==> config.mk <==
export PLATFORM = sky130hd
export DESIGN_NAME = sonar_frame_serializer
export DESIGN_NICKNAME = d
export VERILOG_FILES = /design/src/rtl/sonar_frame_serializer.sv
export SDC_FILE = /design/constraint.sdc
export NUM_CORES = 1
export LEC_CHECK = 0
export BUFFER_PORTS_ARGS = -buffer_cell sky130_fd_sc_hd__buf_4
export CAP_MARGIN = 20
export CORE_UTILIZATION = 59
export CTS_BUF_LIST = sky130_fd_sc_hd__clkbuf_4 sky130_fd_sc_hd__clkbuf_8 sky130_fd_sc_hd__clkbuf_16
export CTS_CLUSTER_SIZE = 12
export DETAILED_ROUTE_END_ITERATION = 10
export PLACE_DENSITY = 0.94
export SLEW_MARGIN = 20
export SYNTH_ARGS = -nofsm -noshare
export SYNTH_HDL_FRONTEND = slang
export SYNTH_SLANG_ARGS = --single-unit
==> constraint.sdc <==
create_clock -name clock -period 5.8 [get_ports clock]
set_clock_uncertainty 0.05 [all_clocks]
set_input_delay 0.58 -clock clock [delete_from_list [all_inputs] [get_ports clock]]
set_output_delay 0.58 -clock clock [all_outputs]
set_load 0.005 [all_outputs]
==> src/rtl/sonar_frame_serializer.sv <==
//------------------------------------------------------------------------------
// sonar_frame_serializer
//   Latches NUM_FIELDS BCD fields on start and streams "F(n-1),...,F0<TERM>"
//   as 7-bit ASCII over a valid/ready handshake.
//   Optional macro SONAR_SERIALIZER_ZERO_BLANK_EN: leading zeros sent as space.
//   Rev 1.0 - initial release
//------------------------------------------------------------------------------
`default_nettype none

module sonar_frame_serializer #(
    parameter int         NUM_FIELDS = 2,
    parameter int         DIGITS     = 3,
    parameter logic [6:0] SEP_CHAR   = 7'h2C,
    parameter logic [6:0] TERM_CHAR  = 7'h23
) (
    input  logic                           clock,
    input  logic                           reset,
    input  logic                           start,
    input  logic [NUM_FIELDS*DIGITS*4-1:0] fields_bcd,
    input  logic                           tx_ready,
    output logic [6:0]                     tx_data,
    output logic                           tx_valid,
    output logic                           busy,
    output logic                           done
);

    localparam int c_field_w   = DIGITS * 4;
    localparam int c_bus_w     = NUM_FIELDS * c_field_w;
    localparam int c_frame_len = NUM_FIELDS * DIGITS + (NUM_FIELDS - 1) + 1;
    localparam int c_idx_w     = (c_frame_len > 1) ? $clog2(c_frame_len) : 1;
    localparam logic [c_idx_w-1:0] c_last_idx = c_idx_w'(c_frame_len - 1);

    typedef enum logic [1:0] {
        ST_IDLE = 2'd0,
        ST_SEND = 2'd1,
        ST_DONE = 2'd2
    } state_t;

    state_t               r_state;
    logic [c_bus_w-1:0]   r_fields;
    logic [c_idx_w-1:0]   r_index;
    logic [6:0]           r_tx_data;
    logic                 r_tx_valid;
    logic                 r_busy;
    logic                 r_done;

    logic [c_bus_w-1:0]   w_src;
    logic [c_idx_w-1:0]   w_next_idx;
    logic [6:0]           w_next_char;
    logic [6:0]           w_frame [c_frame_len];

    // In IDLE the first character is built straight from the input bus so it
    // can be registered on the same edge that captures the fields.
    assign w_src      = (r_state == ST_IDLE) ? fields_bcd : r_fields;
    assign w_next_idx = (r_state == ST_IDLE) ? '0 : r_index + c_idx_w'(1);

    function automatic logic [6:0] enc_digit(input logic [3:0] nib);
        return (nib > 4'd9) ? 7'h3F : {3'b011, nib};
    endfunction

    // Slot f of the frame carries field NUM_FIELDS-1-f, digits MSB first.
    for (genvar f = 0; f < NUM_FIELDS; f++) begin : g_field
        localparam int c_k    = NUM_FIELDS - 1 - f;
        localparam int c_base = f * (DIGITS + 1);

        logic [3:0] w_nib [DIGITS];

        for (genvar j = 0; j < DIGITS; j++) begin : g_nib
            assign w_nib[j] = w_src[c_k*c_field_w + (DIGITS-1-j)*4 +: 4];
        end

`ifdef SONAR_SERIALIZER_ZERO_BLANK_EN
        logic [DIGITS-1:0] w_blank;

        // A digit blanks only while every digit above it in the field was zero;
        // the last digit of a field is never blanked.
        for (genvar j = 0; j < DIGITS; j++) begin : g_blank
            if (j == DIGITS - 1) begin : g_last
                assign w_blank[j] = 1'b0;
            end else if (j == 0) begin : g_first
                assign w_blank[j] = (w_nib[j] == 4'd0);
            end else begin : g_mid
                assign w_blank[j] = w_blank[j-1] & (w_nib[j] == 4'd0);
            end
            assign w_frame[c_base + j] = w_blank[j] ? 7'h20 : enc_digit(w_nib[j]);
        end
`else
        for (genvar j = 0; j < DIGITS; j++) begin : g_digit
            assign w_frame[c_base + j] = enc_digit(w_nib[j]);
        end
`endif

        if (f < NUM_FIELDS - 1) begin : g_sep
            assign w_frame[c_base + DIGITS] = SEP_CHAR;
        end
    end

    assign w_frame[c_frame_len - 1] = TERM_CHAR;
    assign w_next_char = w_frame[w_next_idx];

    always_ff @(posedge clock or posedge reset) begin
        if (reset) begin
            r_state    <= ST_IDLE;
            r_fields   <= '0;
            r_index    <= '0;
            r_tx_data  <= '0;
            r_tx_valid <= 1'b0;
            r_busy     <= 1'b0;
            r_done     <= 1'b0;
        end else begin
            case (r_state)
                ST_IDLE: begin
                    r_done <= 1'b0;
                    if (start) begin
                        r_fields   <= fields_bcd;
                        r_index    <= '0;
                        r_tx_data  <= w_next_char;
                        r_tx_valid <= 1'b1;
                        r_busy     <= 1'b1;
                        r_state    <= ST_SEND;
                    end
                end
                ST_SEND: begin
                    if (tx_ready) begin
                        if (r_index == c_last_idx) begin
                            r_tx_valid <= 1'b0;
                            r_done     <= 1'b1;
                            r_state    <= ST_DONE;
                        end else begin
                            r_index   <= w_next_idx;
                            r_tx_data <= w_next_char;
                        end
                    end
                end
                ST_DONE: begin
                    r_done  <= 1'b0;
                    r_busy  <= 1'b0;
                    r_index <= '0;
                    r_state <= ST_IDLE;
                end
                default: begin
                    r_tx_valid <= 1'b0;
                    r_busy     <= 1'b0;
                    r_done     <= 1'b0;
                    r_index    <= '0;
                    r_state    <= ST_IDLE;
                end
            endcase
        end
    end

    assign tx_data  = r_tx_data;
    assign tx_valid = r_tx_valid;
    assign busy     = r_busy;
    assign done     = r_done;

endmodule

`default_nettype wire

==> results of run 1 <==
worst max-delay path, delay by kind of cell, from the launching register on:
kind	cells	cell delay, ns
multiplexers	1	0.27
AO/OA/AOI/OAI	2	0.59
AND/OR/NAND/NOR	1	0.87
flip-flops	1	0.58
final cells by class:
| cell class | count | area (um^2) | area share |
|---|---|---|---|
| clock inverters | 2 | 10.01 | 0.004379 |
| well taps | 44 | 55.05 | 0.02408 |
| clock buffers | 5 | 37.54 | 0.01642 |
| multi-input cells | 121 | 905.9 | 0.3963 |
| inverters | 13 | 48.80 | 0.02135 |
| repair buffers | 37 | 277.8 | 0.1215 |
| flip-flops and latches | 38 | 950.9 | 0.4160 |
stage by stage:
| step | hold WS [ns] | cell area (um^2) | utilization | setup WS, ns |
|---|---|---|---|---|
| after global placement | 0.4042 | 2238 | 0.7214 | 3.275 |
| final | 0.2784 | 2286 | 0.7367 | 3.299 |
| after CTS | 0.2955 | 2286 | 0.7367 | 3.288 |
| after floorplan | 0.4090 | 1973 | - | 3.941 |
| after global routing | 0.3032 | 2286 | 0.7367 | 3.117 |
| after detailed placement | 0.4300 | 2238 | 0.7214 | 3.160 |
layout by cell type (no fill, tap or decap), drive strengths merged, types with 2 or more instances in the layout:
| cell | netlist | layout |
|---|---|---|
| dfrtp | 38 | 38 |
| buf | 9 | 37 |
| mux2 | 27 | 27 |
| nand2 | 14 | 14 |
| inv | 13 | 13 |
| nor2 | 11 | 11 |
| o21ai | 11 | 11 |
| a21oi | 8 | 8 |
| a311oi | 5 | 5 |
| clkbuf | 2 | 5 |
| a211oi | 4 | 4 |
| nand2b | 3 | 3 |
| a22oi | 3 | 3 |
| o21a | 2 | 2 |
| nor3b | 2 | 2 |
| o2111ai | 2 | 2 |
| nor3 | 2 | 2 |
| o211ai | 2 | 2 |
| a2111oi | 2 | 2 |
| a31oi | 2 | 2 |
| nand3 | 2 | 2 |
| o31ai | 2 | 2 |
| ha | 2 | 2 |
| clkinv | 0 | 2 |
kinds of logic after synthesis:
logic type,Yosys count,synth area share
AO/OA/AOI/OAI,48,0.1706
XOR/XNOR,1,0.004440
adder cells (fa/ha/maj),2,0.01268
buffers and inverters,24,0.05898
flip-flops,38,0.4819
multiplexers,29,0.1725
other,1,0.001901
AND/OR/NAND/NOR,40,0.09703
power groups by stage:
stage                     Combinational, uW  Clock [uW]  Sequential [uW]
after floorplan                         484           0              471
after global placement                  563           0              513
after detailed placement                585           0              523
after CTS                               586         126              516
after global routing                    647         139              539
final                                   589         126              520
layer usage:
metal,vias to the layer above,GRT usage,wire [um]
li1,731,-,-
met1,738,0.3214,1682
met2,78,0.3794,1908
met3,11,0.06277,271
met4,0,0.1063,51
met5,-,0,0
sequential cells by signal (all words and copies together) (netlist names):
name	count
busy	1
r_fields	24
done	1
r_state	2
tx_data	6
tx_valid	1
r_index	3
path summary, 6_finish.rpt:
path | endpoint | slack, ns | cells past startpoint
max | tx_data[0] | 3.30 | 4
min in group clock | r_fields[18] | 0.41 | 2
max reg2reg | tx_data[0] | 3.30 | 4
min reg2reg | tx_data[5] | 0.44 | 1
max in group asynchronous | r_index[0] | 5.11 | 3
min | r_fields[18] | 0.28 | 3
==> impl_results.md, run 1 <==
* Outcome: complete, no violations
* Most frequent cells after synthesis: dfrtp_1, mux2_2, nand2_1
* Final cycle utilization of the critical path at 0.4313
* Crit end category: register
* Hold Buf Count CTS at 0
* Pins Over Slew Limit at 0
* CP Launch Type: register
* First-pass GRT wire length at around 6300 um
* Final #Nets at approximately 250
* Worst vdd ir at between 0.2 and 0.3 mV
* Residual DRC count at 0
* # IOs at 38
* Most common cell in the netlist: dfrtp_1
* Post-Syn Area at about 0.002 mm^2
* Clk_lat worst skew at around 0.34 ns
* #FFs+latches synth at 38
* Fill cells at ~230
* P_int at 742.7 uW
* Die width at 59.83 um
* Ys flop type: dfrtp_1
* Fmax at 0.3998 GHz
* Remaining antenna violation count after routing at 0
* Sw Ratio at 0.3982
* Ratio of cells with drive above 1 in the final layout at 0.3472
* Root buffer cell: clkbuf_4
* TNS Setup at 0 ns
* Antenna violations before repair at 0
* Worst setup path class: reg2reg
* Syn nets at between 200 and 250
* Final Hold Fails at 0
* CP max stage delay at just under 0.9 ns
* TritonCTS clock tree: done
* P_sw at a little under 500 uW
* # diodes at 0
* Port Buffers at 36
* Rows at 20
* Die ar. at 0.003580 mm^2
* Clock power share at 0.102
* Sequential share of power at 0.421
* Max Cap Viol at 0
* Critical path peak fanout at 26
* Postcts setup bufs at 0
* Worst-path clk slew at 0.11 ns
* Share of the synthesized area in the top cell type at 0.4819
* WL/cell at between 15 and 20 um
* Final Non-Filler Cells at 260
* Comb power frac at 0.477
* Syn Area/Cell at ~11 um^2
* TritonCTS buffer count at 5
* Async SR Flop Fraction at 1.000
* Hold Path Class: in2async
* Core ar. at about 0.0031 mm^2
* Deepest clock path buffer count at 2
* Syn. warnings at 0
* Remaining Overflow, GRT at 0
* Via density at between 5 and 6
* Htree depth at 2
* Vias in the first global route at between 1000 and 1500
* Die height at about 60 um
* Initial DRC count at between 80 and 90
* CTS-repair resized insts at 0
* Slew of the pin with the lowest slew margin at between 1 and 1.5 ns
* Total power at between 1000 and 1500 uW
* RePlAce Congestion at between 0.8 and 0.9
* Largest area contributor in the netlist: dfrtp_1
* Routed via count at between 1500 and 2000
* Starting density of the core at 0.6359
* GRT Overall Usage at 0.2435
* PD cells at roughly 540 mW/mm^2
* Maximum number of pins on one net before global-route repair at 39
* Sequential-to-total area share from yosys stat at 0.4819
* EDFF count, synth at 0
* Final setup viols at 0
* Distinct cell type count after synthesis at between 40 and 50
* RSZ-0062 raised after global routing: no
* Slowest stage cell, crit path: or3b_1
* Sink Count at 38
* Top post-synthesis cells by area: dfrtp_1, mux2_2, o21ai_0, nand2_1, inv_1
* Relative slew slack at 0.3013
* Crit Reg-Reg Startpoint: r_state[0]
* Area grow syn2layout at 15.85%
* Crit-path cells: or3b_1, o21a_1, mux2i_1, o211ai_1
* WP data arrival at ~2.7 ns
* Minimum clock period at around 2.5 ns
* DP HPWL at approximately 2900 um
* Crit path required time at just under 6 ns
* CP Launch Point: r_state[0]
* DP Cell Count at 253
* Final WL at 3914 um
* TritonRoute pass-1 iters at 5
* Gate Count Post-Synth at ~180
* Leakage at 0.001030 uW
Note: power is estimated with default switching activity, not from simulation.
==> run 2: changes to the inputs <==
--- a/config.mk
+++ b/config.mk
@@ -7,11 +7,11 @@
 export LEC_CHECK = 0
 export BUFFER_PORTS_ARGS = -buffer_cell sky130_fd_sc_hd__buf_4
 export CAP_MARGIN = 20
-export CORE_UTILIZATION = 59
+export CORE_UTILIZATION = 49
 export CTS_BUF_LIST = sky130_fd_sc_hd__clkbuf_4 sky130_fd_sc_hd__clkbuf_8 sky130_fd_sc_hd__clkbuf_16
 export CTS_CLUSTER_SIZE = 12
 export DETAILED_ROUTE_END_ITERATION = 10
-export PLACE_DENSITY = 0.94
+export PLACE_DENSITY = 0.85
 export SLEW_MARGIN = 20
 export SYNTH_ARGS = -nofsm -noshare
 export SYNTH_HDL_FRONTEND = slang
==> constraint.sdc (replaced) <==
create_clock -name clock -period 2.1 [get_ports clock]
set_clock_uncertainty 0.05 [all_clocks]
set_input_delay 0.21 -clock clock [delete_from_list [all_inputs] [get_ports clock]]
set_output_delay 0.21 -clock clock [all_outputs]
set_load 0.005 [all_outputs]
==> run 2 against run 1 <==
Compared with the run above:
- largest cell class unchanged
- fmax up 33%
- sequential cell count stayed put
- routed wire length grew 7.9%
- die area grew 20%
- via count decreased by 0.77%
- sequential share of layout area is 1.8 points lower
- non-clock buffer count increased by 6
- register-to-register slack worse by 3.1 ns
==> impl_results.md, run 2 (synthesis gave the netlist of run 1 again) <==
* Setup ws final at ~0.22 ns
* CP max stage delay at about 0.44 ns
* Worst Hold End: r_state[0]
* Core ar. at roughly 0.0038 mm^2
* DP HPWL at around 3000 um
* Max Cap Viol at 0
* Root buffer cell: clkbuf_8
* TNS Setup at 0 ns
* Outcome: complete, no violations
* TritonCTS clock tree: done
* Slowest stage cell, crit path: ha_2
* Sequential share of power at 0.377
* Starting density of the core at 0.5232
* Remaining antenna violation count after routing at 0
* TritonCTS buffer count at 5
* Crit end category: register
* Clock power share at 0.141
* Leakage at about 0.0011 uW
* WL/cell at about 16 um
* Critical path peak fanout at 9
* GRT Overall Usage at 0.2260
* Via density at roughly 5.7
* Crit Reg-Reg Startpoint: r_index[1]
* Final #Nets at 252
* Ratio of cells with drive above 1 in the final layout at 0.3722
* TritonRoute pass-1 iters at 4
* Sink Count at 38
* RePlAce Congestion at 0.8980
* Commonest non-fill, non-tap cell in the layout: buf_4
* Sw Ratio at 0.3841
* Pins Over Slew Limit at 0
* Crit-path cells: ha_1, ha_2, mux4_2, a211oi_1, o31ai_1
* Die width at about 65 um
* # diodes at 0
* Final cycle utilization of the critical path at 0.8942
* Cell area after placement at ~0.0023 mm^2
* Hold Path Class: in2reg
* Cells on worst reg2reg path at 5
* Final Hold Fails at 0
* Antenna violations before repair at 0
* CP Launch Type: register
* Max FFs per register at 24
* DP Cell Count at 262
* Final setup viols at 0
* Final WL at about 4200 um
* Rows at 22
* Worst setup path class: reg2reg
* Remaining Overflow, GRT at 0
* RSZ-0062 raised after global routing: no
* Port Buffers at 36
* PD cells at 1544 mW/mm^2
* Minimum clock period at approximately 1.9 ns
* Fmax at 0.5325 GHz
* Htree depth at 2
* Area grow syn2layout at 21.12%
* # IOs at 38
* Worst-path clk slew at ~0.070 ns
* P_sw at 1418 uW
* Largest Register: r_fields
* Initial DRC count at 79
* Deepest clock path buffer count at 2
* Post-Place Worst Slack at roughly 0.19 ns
* Die height at around 65 um
* HP Start: tx_ready
* Die ar. at ~0.0043 mm^2
* Hold-critical path depth at 2
* P_int at ~2300 uW
* First-pass GRT wire length at approximately 7100 um
* Reg-to-Reg End: tx_data[3]
* Final Non-Filler Cells at between 200 and 300
* Register-to-register setup slack at approximately 0.22 ns
* Maximum number of pins on one net before global-route repair at 39
* Worst vdd ir at around 0.86 mV
* Vias in the first global route at between 1500 and 2000
* Commonest non-fill, non-tap cells in the layout: buf_4, dfrtp_1, mux2_2, nand2_1, inv_1
* Residual DRC count at 0
* Routed via count at around 1500
* Fill cells at about 330
* Finished Cell Area at about 0.0024 mm^2
* Crit path required time at roughly 2.2 ns
* Clk_lat worst skew at between 0.2 and 0.3 ns
* WP data arrival at 2.00 ns
* Comb power frac at 0.482
## run 2: worst max path at each step
stage,startpoint,end,slack [ns]
6_report,r_index[1],tx_data[3],0.22
5_1_grt,r_index[0],tx_data[1],0.07
4_1_cts,r_index[1],tx_data[2],0.12
3_5_place_dp,r_index[1],tx_data[3],0.19
3_3_place_gp,r_index[0],tx_data[3],0.23
2_1_floorplan,r_index[0],tx_data[3],0.24
## run 2: metal layers
metal,up-vias,wire (um),global-route usage
met3,7,224,0.04688
met4,0,63,0.09239
met1,745,1809,0.2868
met2,50,2124,0.3737
met5,-,0,0
li1,744,-,-
## run 2: layout make-up
class / count / area, um^2 / share of cell area
inverters: 13 / 48.80 / 0.02042
well taps: 48 / 60.06 / 0.02513
flip-flops and latches: 38 / 950.9 / 0.3979
clock inverters: 1 / 5.005 / 0.002094
clock buffers: 7 / 90.09 / 0.03770
multi-input cells: 121 / 909.6 / 0.3806
repair buffers: 43 / 325.3 / 0.1361
## run 2: power by group through the flow
stage	registers (uW)	logic [uW]	clock network, uW
4_1_cts	1390	1770	541
2_1_floorplan	1300	1340	0
3_5_place_dp	1410	1750	0
3_3_place_gp	1380	1700	0
5_1_grt	1450	1970	569
6_report	1390	1780	522
## run 2: through the flow
stage | util | total power [uW] | hold WS, ns
CTS | 0.6327 | 3700 | 0.07288
detailed placement | 0.6048 | 3157 | 0.3080
global route | 0.6337 | 3987 | 0.08187
finish | 0.6337 | 3691 | 0.08425
global placement | 0.6048 | 3086 | 0.3039
floorplan | - | 2637 | 0.2676
## run 2: critical path, delay by kind of cell, from the launching register on
kind	cells	cell delay [ns]
flops	1	0.40
mux	1	0.31
fa+ha+maj	2	0.64
compound gates	2	0.36
## run 2: repair_timing
| item | 4_1_cts | 5_1_grt |
|---|---|---|
| hold buffers | 1 | 0 |
| endpoints found under the setup margin | 0 | 3 |
| hold endpoints to repair | 38 | 0 |
| gates resized for setup | 0 | 2 |
| buffers inserted | 0 | 0 |
